<file path="src/rtl/pass_door_arbiter.sv">
// Pass-door arbiter: two access points share one door actuator.
// Each access point has a fail counter with a timed lockout. A round-robin
// pointer picks the winner when both are eligible. While idle, a door that
// is open without a grant raises a forced-door alarm.

// Fail counter and lockout timer for one access point.
module pass_door_arbiter_lane #(
  parameter int LOCK_FAILS = 3,
  parameter int LOCK_CYC   = 50
) (
  input  logic clk,
  input  logic reset,
  input  logic fail_i,   // wrong-code pulse
  input  logic clr_i,    // grant to this point: clear counter, drop same-cycle fail
  output logic lock_o
);
  localparam int LW = (LOCK_CYC < 1) ? 1 : $clog2(LOCK_CYC + 1);

  logic [2:0]    cnt_q, cnt_d;
  logic          lock_q, lock_d;
  logic [LW-1:0] ltmr_q, ltmr_d;

  // Next-state logic for counter and lockout. While locked, fails are ignored.
  always_comb begin
    cnt_d  = cnt_q;
    lock_d = lock_q;
    ltmr_d = ltmr_q;
    if (lock_q) begin
      // The timer is loaded with LOCK_CYC, so lock stays high for exactly LOCK_CYC cycles.
      ltmr_d = ltmr_q - LW'(1);
      if (ltmr_q == LW'(1)) lock_d = 1'b0;
    end else if (clr_i) begin
      cnt_d = 3'd0;
    end else if (fail_i) begin
      if (({1'b0, cnt_q} + 4'd1) >= 4'(LOCK_FAILS)) begin
        lock_d = 1'b1;
        cnt_d  = 3'd0;
        ltmr_d = LW'(LOCK_CYC);
      end else begin
        cnt_d = cnt_q + 3'd1;
      end
    end
  end

  // Lane state registers with asynchronous clear.
  always_ff @(posedge clk or negedge reset) begin
    if (!reset) begin
      cnt_q  <= 3'd0;
      lock_q <= 1'b0;
      ltmr_q <= '0;
    end else begin
      cnt_q  <= cnt_d;
      lock_q <= lock_d;
      ltmr_q <= ltmr_d;
    end
  end

  assign lock_o = lock_q;
endmodule

module pass_door_arbiter #(
  parameter int OPEN_CYC   = 20,
  parameter int LOCK_FAILS = 3,
  parameter int LOCK_CYC   = 50
) (
  input  logic       clk,
  input  logic       reset,
  input  logic [1:0] req,
  input  logic [1:0] fail,
  input  logic       sensor,
  output logic [1:0] grant,
  output logic       A,
  output logic [1:0] lock,
  output logic       alarm
);
  localparam int OW = (OPEN_CYC < 1) ? 1 : $clog2(OPEN_CYC + 1);

  typedef enum logic [1:0] {S_IDLE, S_OPEN, S_CLOSING} state_e;

  state_e        state_q, state_d;
  logic [1:0]    grant_q, grant_d;
  logic          a_q, a_d;
  logic          alarm_q, alarm_d;
  logic          rr_q, rr_d;
  logic [OW-1:0] otmr_q, otmr_d;
  logic [1:0]    elig, clr;
  logic          win;

  assign elig = req & ~lock;
  // Tie goes to rr; otherwise the sole eligible point wins.
  assign win  = (elig == 2'b11) ? rr_q : elig[1];

  // Door FSM next state. Outputs are computed here and registered below.
  always_comb begin
    state_d = state_q;
    grant_d = grant_q;
    a_d     = a_q;
    alarm_d = 1'b0;
    rr_d    = rr_q;
    otmr_d  = otmr_q;
    clr     = 2'b00;
    case (state_q)
      S_IDLE: begin
        alarm_d = sensor;
        // A physically open door in IDLE blocks every grant.
        if (!sensor && (elig != 2'b00)) begin
          state_d = S_OPEN;
          grant_d = win ? 2'b10 : 2'b01;
          clr     = grant_d;
          a_d     = 1'b1;
          rr_d    = ~win;
          otmr_d  = OW'(OPEN_CYC);
        end
      end
      S_OPEN: begin
        if (otmr_q == OW'(1)) begin
          state_d = S_CLOSING;
          grant_d = 2'b00;
          a_d     = 1'b0;
        end else begin
          otmr_d = otmr_q - OW'(1);
        end
      end
      S_CLOSING: begin
        if (!sensor) state_d = S_IDLE;
      end
      default: begin
        state_d = S_IDLE;
        grant_d = 2'b00;
        a_d     = 1'b0;
      end
    endcase
  end

  // FSM and output registers; reset drops the actuator without waiting for a clock.
  always_ff @(posedge clk or negedge reset) begin
    if (!reset) begin
      state_q <= S_IDLE;
      grant_q <= 2'b00;
      a_q     <= 1'b0;
      alarm_q <= 1'b0;
      rr_q    <= 1'b0;
      otmr_q  <= '0;
    end else begin
      state_q <= state_d;
      grant_q <= grant_d;
      a_q     <= a_d;
      alarm_q <= alarm_d;
      rr_q    <= rr_d;
      otmr_q  <= otmr_d;
    end
  end

  for (genvar i = 0; i < 2; i++) begin : g_lane
    pass_door_arbiter_lane #(
      .LOCK_FAILS(LOCK_FAILS),
      .LOCK_CYC  (LOCK_CYC)
    ) u_lane (
      .clk   (clk),
      .reset (reset),
      .fail_i(fail[i]),
      .clr_i (clr[i]),
      .lock_o(lock[i])
    );
  end

  assign grant = grant_q;
  assign A     = a_q;
  assign alarm = alarm_q;
endmodule

</file>
<file path="config.mk">
export PLATFORM = sky130hd
export DESIGN_NAME = pass_door_arbiter
export DESIGN_NICKNAME = d
export VERILOG_FILES = /design/src/rtl/pass_door_arbiter.sv
export SDC_FILE = /design/constraint.sdc
export NUM_CORES = 1
export LEC_CHECK = 0
export CORE_ASPECT_RATIO = 0.6
export CORE_MARGIN = 4
export CORE_UTILIZATION = 53
export CTS_CLUSTER_SIZE = 12
export DETAILED_ROUTE_END_ITERATION = 6
export DONT_BUFFER_PORTS = 1
export PLACE_DENSITY_LB_ADDON = 0.15
export SETUP_SLACK_MARGIN = 0.5
export SYNTH_ARGS = -nofsm -noshare
export SYNTH_HDL_FRONTEND = slang
export SYNTH_SLANG_ARGS = --single-unit
</file>
<file path="constraint.sdc">
create_clock -name clk -period 2.1 [get_ports clk]
set_clock_uncertainty 0.1 [all_clocks]
set_input_delay 0.21 -clock clk [delete_from_list [all_inputs] [get_ports clk]]
set_output_delay 0.21 -clock clk [all_outputs]
set_load 0.01 [all_outputs]
</file>
==> flow_summary.html <==
<table>
<tr><th>Metric</th><th>Value</th></tr>
<tr><th colspan="2">STA</th></tr>
<tr><td>Period minus WS final</td><td>1779 ps</td></tr>
<tr><td>Worst-Margin Slew</td><td>399.8 ps</td></tr>
<tr><td>Setup total negative slack</td><td>0 ps</td></tr>
<tr><td>PnR worst setup slack</td><td>320.8 ps</td></tr>
<tr><td>Maximum clock frequency</td><td>between 500 and 600 MHz</td></tr>
<tr><td>Max-slew headroom</td><td>approximately 73%</td></tr>
<tr><td>Post-route clock period utilization</td><td>84.72%</td></tr>
<tr><td>Number of max-slew violations in the final report</td><td>0</td></tr>
<tr><td>RSZ-0062 raised after global routing</td><td>yes</td></tr>
<tr><td>Final setup fails</td><td>0</td></tr>
<tr><td>Worst Hold Margin</td><td>approximately 78 ps</td></tr>
<tr><td>Final Hold Viols</td><td>0</td></tr>
<tr><th colspan="2">Placement</th></tr>
<tr><td>Port-buffer cells</td><td>0</td></tr>
<tr><td>HPWL after DPL</td><td>between 2 and 3 mm</td></tr>
<tr><td>Area after DPL</td><td>~1800 um2</td></tr>
<tr><td>GPL Wtd Cong</td><td>between 0.9 and 1</td></tr>
<tr><td>Worst setup timing slack at the placement stage</td><td>about 310 ps</td></tr>
<tr><th colspan="2">Pwr</th></tr>
<tr><td>Power share of the clock group</td><td>15.6%</td></tr>
<tr><td>Power density over cell area</td><td>1456 nW/um2</td></tr>
<tr><td>Pint</td><td>1.886 mW</td></tr>
<tr><td>LEAKAGE</td><td>0.9349 nW</td></tr>
<tr><td>Net switching component of the power</td><td>1.328 mW</td></tr>
<tr><td>Sw frac</td><td>between 40 and 50%</td></tr>
<tr><td>Power share of the combinational group</td><td>45.9%</td></tr>
<tr><td>IR Drop Worst-Case VDD</td><td>roughly 860 uV</td></tr>
<tr><td>Relative contribution of sequential cells to total power</td><td>38.5%</td></tr>
<tr><th colspan="2">Synthesis</th></tr>
<tr><td>Nets in the synthesized netlist</td><td>192</td></tr>
<tr><td>Mux share of post-synthesis cell area</td><td>2.996%</td></tr>
<tr><td>Yosys top cell area share</td><td>a little under half</td></tr>
<tr><td>Share of synthesized registers carrying an async set or reset</td><td>100.0%</td></tr>
<tr><td>Fraction of the mapped netlist area in adder cells</td><td>7.133%</td></tr>
<tr><td>Cell taking the most area after synthesis</td><td>dfrtp_1</td></tr>
<tr><td>Share of synthesized cell area in and, or, nand and nor gates</td><td>about a fifth</td></tr>
<tr><td>Part of the Yosys area used for sequential elements</td><td>45.65%</td></tr>
<tr><td>Prevailing post-synth register cell</td><td>dfrtp_1</td></tr>
<tr><td>Summed instance area of the synthesized netlist</td><td>1754 um2</td></tr>
<tr><td>Synthesized netlist cell count</td><td>175</td></tr>
<tr><td>EDFF count, synth</td><td>0</td></tr>
<tr><td>Main combinational cell family by area after synthesis</td><td>simple AND/OR/NAND/NOR gates</td></tr>
<tr><td>Synth Area in XOR/XNOR</td><td>2.496%</td></tr>
<tr><td>Synth unique cells</td><td>48</td></tr>
<tr><td>Share of the synthesized area in compound gates (AO/OA/AOI/OAI)</td><td>around 16%</td></tr>
<tr><td>Seq cells post-synth</td><td>32</td></tr>
<tr><td>Number of warnings printed during yosys synthesis</td><td>0</td></tr>
<tr><td>Mean instance size in the synthesized netlist</td><td>10.02 um2</td></tr>
<tr><td>Dominant cells by area after synthesis</td><td>dfrtp_1, ha_1, a21oi_1, inv_1, nor2_1</td></tr>
<tr><th colspan="2">Clock tree</th></tr>
<tr><td>CTS tree</td><td>yes</td></tr>
<tr><td>Clock edge transition at the registers on the reported setup and hold paths</td><td>70 ps</td></tr>
<tr><td>Number of buffers created by CTS</td><td>5</td></tr>
<tr><td>H-tree levels</td><td>2</td></tr>
<tr><td>Clock root buffer</td><td>clkbuf_8</td></tr>
<tr><td>Skew-Pair Late Insertion Delay</td><td>290 ps</td></tr>
<tr><td>Clock Sink Count</td><td>32</td></tr>
<tr><td>Largest buffer count on any clock path</td><td>2</td></tr>
<tr><th colspan="2">Critical path</th></tr>
<tr><td>Critical path's largest stage delay</td><td>520 ps</td></tr>
<tr><td>Data arrival time of the worst path</td><td>~1900 ps</td></tr>
<tr><td>Logic depth of the worst path, buffers included</td><td>6</td></tr>
<tr><td>Reg-to-reg slack, setup</td><td>~320 ps</td></tr>
<tr><td>Crit path cell chain</td><td>inv_2, ha_4, or4b_4, nand3_4, or3_4, mux2i_1</td></tr>
<tr><td>Critical-path top delay cell</td><td>or4b_4</td></tr>
<tr><td>Crit path capture type</td><td>flip-flop</td></tr>
<tr><td>Critical Path Fanout Max</td><td>4</td></tr>
<tr><td>Type of the worst setup path</td><td>reg2reg</td></tr>
<tr><td>Cell family contributing the most delay on the critical path</td><td>simple AND/OR/NAND/NOR gates</td></tr>
<tr><td>Worst setup SP type</td><td>flip-flop</td></tr>
<tr><td>Data required, critical path</td><td>2200 ps</td></tr>
<tr><td>Buffering stage count on the worst path with inverters included</td><td>1</td></tr>
<tr><td>Path depth of the worst reg2reg path</td><td>6</td></tr>
<tr><th colspan="2">Run</th></tr>
<tr><td>Number of max-cap violations</td><td>0</td></tr>
<tr><th colspan="2">Floorplanning</th></tr>
<tr><td>Core area</td><td>3022 um2</td></tr>
<tr><td>Width of the die</td><td>82.27 um</td></tr>
<tr><td>Top-level I/O count</td><td>13</td></tr>
<tr><td>Die Outline Area</td><td>between 4000 and 5000 um2</td></tr>
<tr><td>Std cell rows</td><td>15</td></tr>
<tr><td>Vertical die dimension</td><td>52.57 um</td></tr>
<tr><td>Initial cell density of the core</td><td>58.05%</td></tr>
<tr><th colspan="2">Layout</th></tr>
<tr><td>Fillers</td><td>between 150 and 200</td></tr>
<tr><td>Final cell area excluding filler cells</td><td>2207 um2</td></tr>
<tr><td>NumNets Final</td><td>210</td></tr>
<tr><td>Area Overhead vs Synth</td><td>25.82%</td></tr>
<tr><td>Fraction of layout instances using a drive strength above 1</td><td>31.44%</td></tr>
<tr><td>Antenna diode count</td><td>0</td></tr>
<tr><th colspan="2">Min path</th></tr>
<tr><td>Worst hold path stage count</td><td>3</td></tr>
<tr><td>Type of the most critical hold path</td><td>in2reg</td></tr>
<tr><th colspan="2">Outcome</th></tr>
<tr><td>Result of the run</td><td>completed</td></tr>
<tr><th colspan="2">Detailed routing</th></tr>
<tr><td>Detailed-router iteration count before antenna repair</td><td>4</td></tr>
<tr><td>Final routed wire length divided by cell count</td><td>18.17 um</td></tr>
<tr><td>Count of routing violations after the opening detailed-route iteration</td><td>81</td></tr>
<tr><td>Wire length reported by the detailed router</td><td>4.289 mm</td></tr>
<tr><td>DRC violations left</td><td>0</td></tr>
<tr><td>Via density per instance</td><td>5.860</td></tr>
<tr><td>Count of nets left with antenna violations after detail routing</td><td>0</td></tr>
<tr><td>Vias</td><td>about 1,400</td></tr>
<tr><th colspan="2">Global route</th></tr>
<tr><td>Total routing resource utilization after global routing</td><td>roughly 22%</td></tr>
<tr><td>First-pass GRT wire length</td><td>6.624 mm</td></tr>
<tr><td>Antenna violations before repair</td><td>0</td></tr>
<tr><td>Via count of the first global-routing pass</td><td>1,407</td></tr>
<tr><td>Remaining global-route overflow</td><td>0</td></tr>
<tr><td>Maximum number of pins on one net before global-route repair</td><td>33</td></tr>
</table>
==> cells in the mapped netlist, drive strengths merged (2+ instances only) <==
master and count:
nor3 6, a22oi 2, o21ai 7, mux2 2, nand3b 2, a31oi 3, mux2i 3, and2 2
or4b 2, nor2 12, nand3 5, and3 2, nor4bb 2, xor2 4, or3 3, a21oi 13
ha 10, o22ai 2, nand2 10, a211o 2, o21a 3, inv 16, buf 4, nor3b 2
nor2b 4, dfrtp 32, nand2b 3, a21o 2
==> state kept, by name, summed over array words and instances, names as in the netlist <==
signal and flops:
alarm 1, rr_q 1, A 1, g_lane.u_lane.lock_o 2, grant 2, g_lane.u_lane.cnt_q 6
g_lane.u_lane.ltmr_q 12, state_q 2, otmr_q 5
==> layout by cell type (no fill, tap or decap), types with 4 or more instances in the layout <==
| master | instances |
|---|---|
| clkbuf_8 | 6 |
| a21oi_1 | 8 |
| ha_1 | 7 |
| nor2_1 | 11 |
| dfrtp_1 | 29 |
| inv_1 | 15 |
| nand2_1 | 9 |
| a21oi_2 | 4 |
| buf_4 | 10 |
| xor2_1 | 4 |
==> area by class of cell <==
class	instances	area, um2	area share (%)
flip-flops and latches	32	804.5	36.45
clock buffers	8	90.09	4.082
well taps	42	52.55	2.381
multi-input cells	123	1062	48.13
inverters	16	60.06	2.721
repair buffers	15	137.6	6.236
==> layer usage <==
layer / GRT usage (%) / share of wire [%]
met3: 8.247 / 4.2
met1: 26.23 / 45
met4: 10.77 / 2.3
met5: 0 / 0
met2: 33.64 / 49
==> power by group through the flow <==
stage               sequential (mW)  combinational [mW]  clock, mW
floorplan                      1.11               0.854          0
global placement               1.17               0.948          0
detailed placement             1.20                1.01          0
CTS                            1.19                1.28      0.501
global route                   1.27                1.62      0.536
finish                         1.24                1.48      0.500
==> cell families after synthesis <==
| group | Yosys count |
|---|---|
| xor gates and xnor gates | 5 |
| and+or+nand+nor | 63 |
| DFF | 32 |
| buffers and inverters | 20 |
| AOI/OAI and AO/OA | 40 |
| muxes | 5 |
| adders and majority gates | 10 |
==> stage by stage <==
step	power (mW)	utilization, %	std cells
finish	3.214	73.04	236
global route	3.429	73.04	236
CTS	2.975	69.69	236
detailed placement	2.210	59.63	215
global placement	2.121	59.63	215
floorplan	1.964	-	175
==> worst paths after layout <==
path / end / from
max: otmr_q[4] / otmr_q[1]
min: grant[1] / sensor
max reg2reg: otmr_q[4] / otmr_q[1]
min reg2reg: g_lane[1].u_lane.cnt_q[0] / g_lane[1].u_lane.cnt_q[0]
max in group asynchronous: otmr_q[0] / reset
min in group asynchronous: g_lane[0].u_lane.ltmr_q[1] / reset
==> tightest hold or removal path, cell delays in order <==
cell,delay (ps)
nor3_2,50
nand3_4,100
o21ai_1,60
==> timing repair <==
action,4_1_cts,5_1_grt
pin swaps,11,3
hold buffers,3,0
setup buffers,10,0
endpoints found under the setup margin,22,29
resized for setup,24,23
hold endpoints to repair,34,0
gates cloned,0,0
Note: power is estimated with default switching activity, not from simulation.
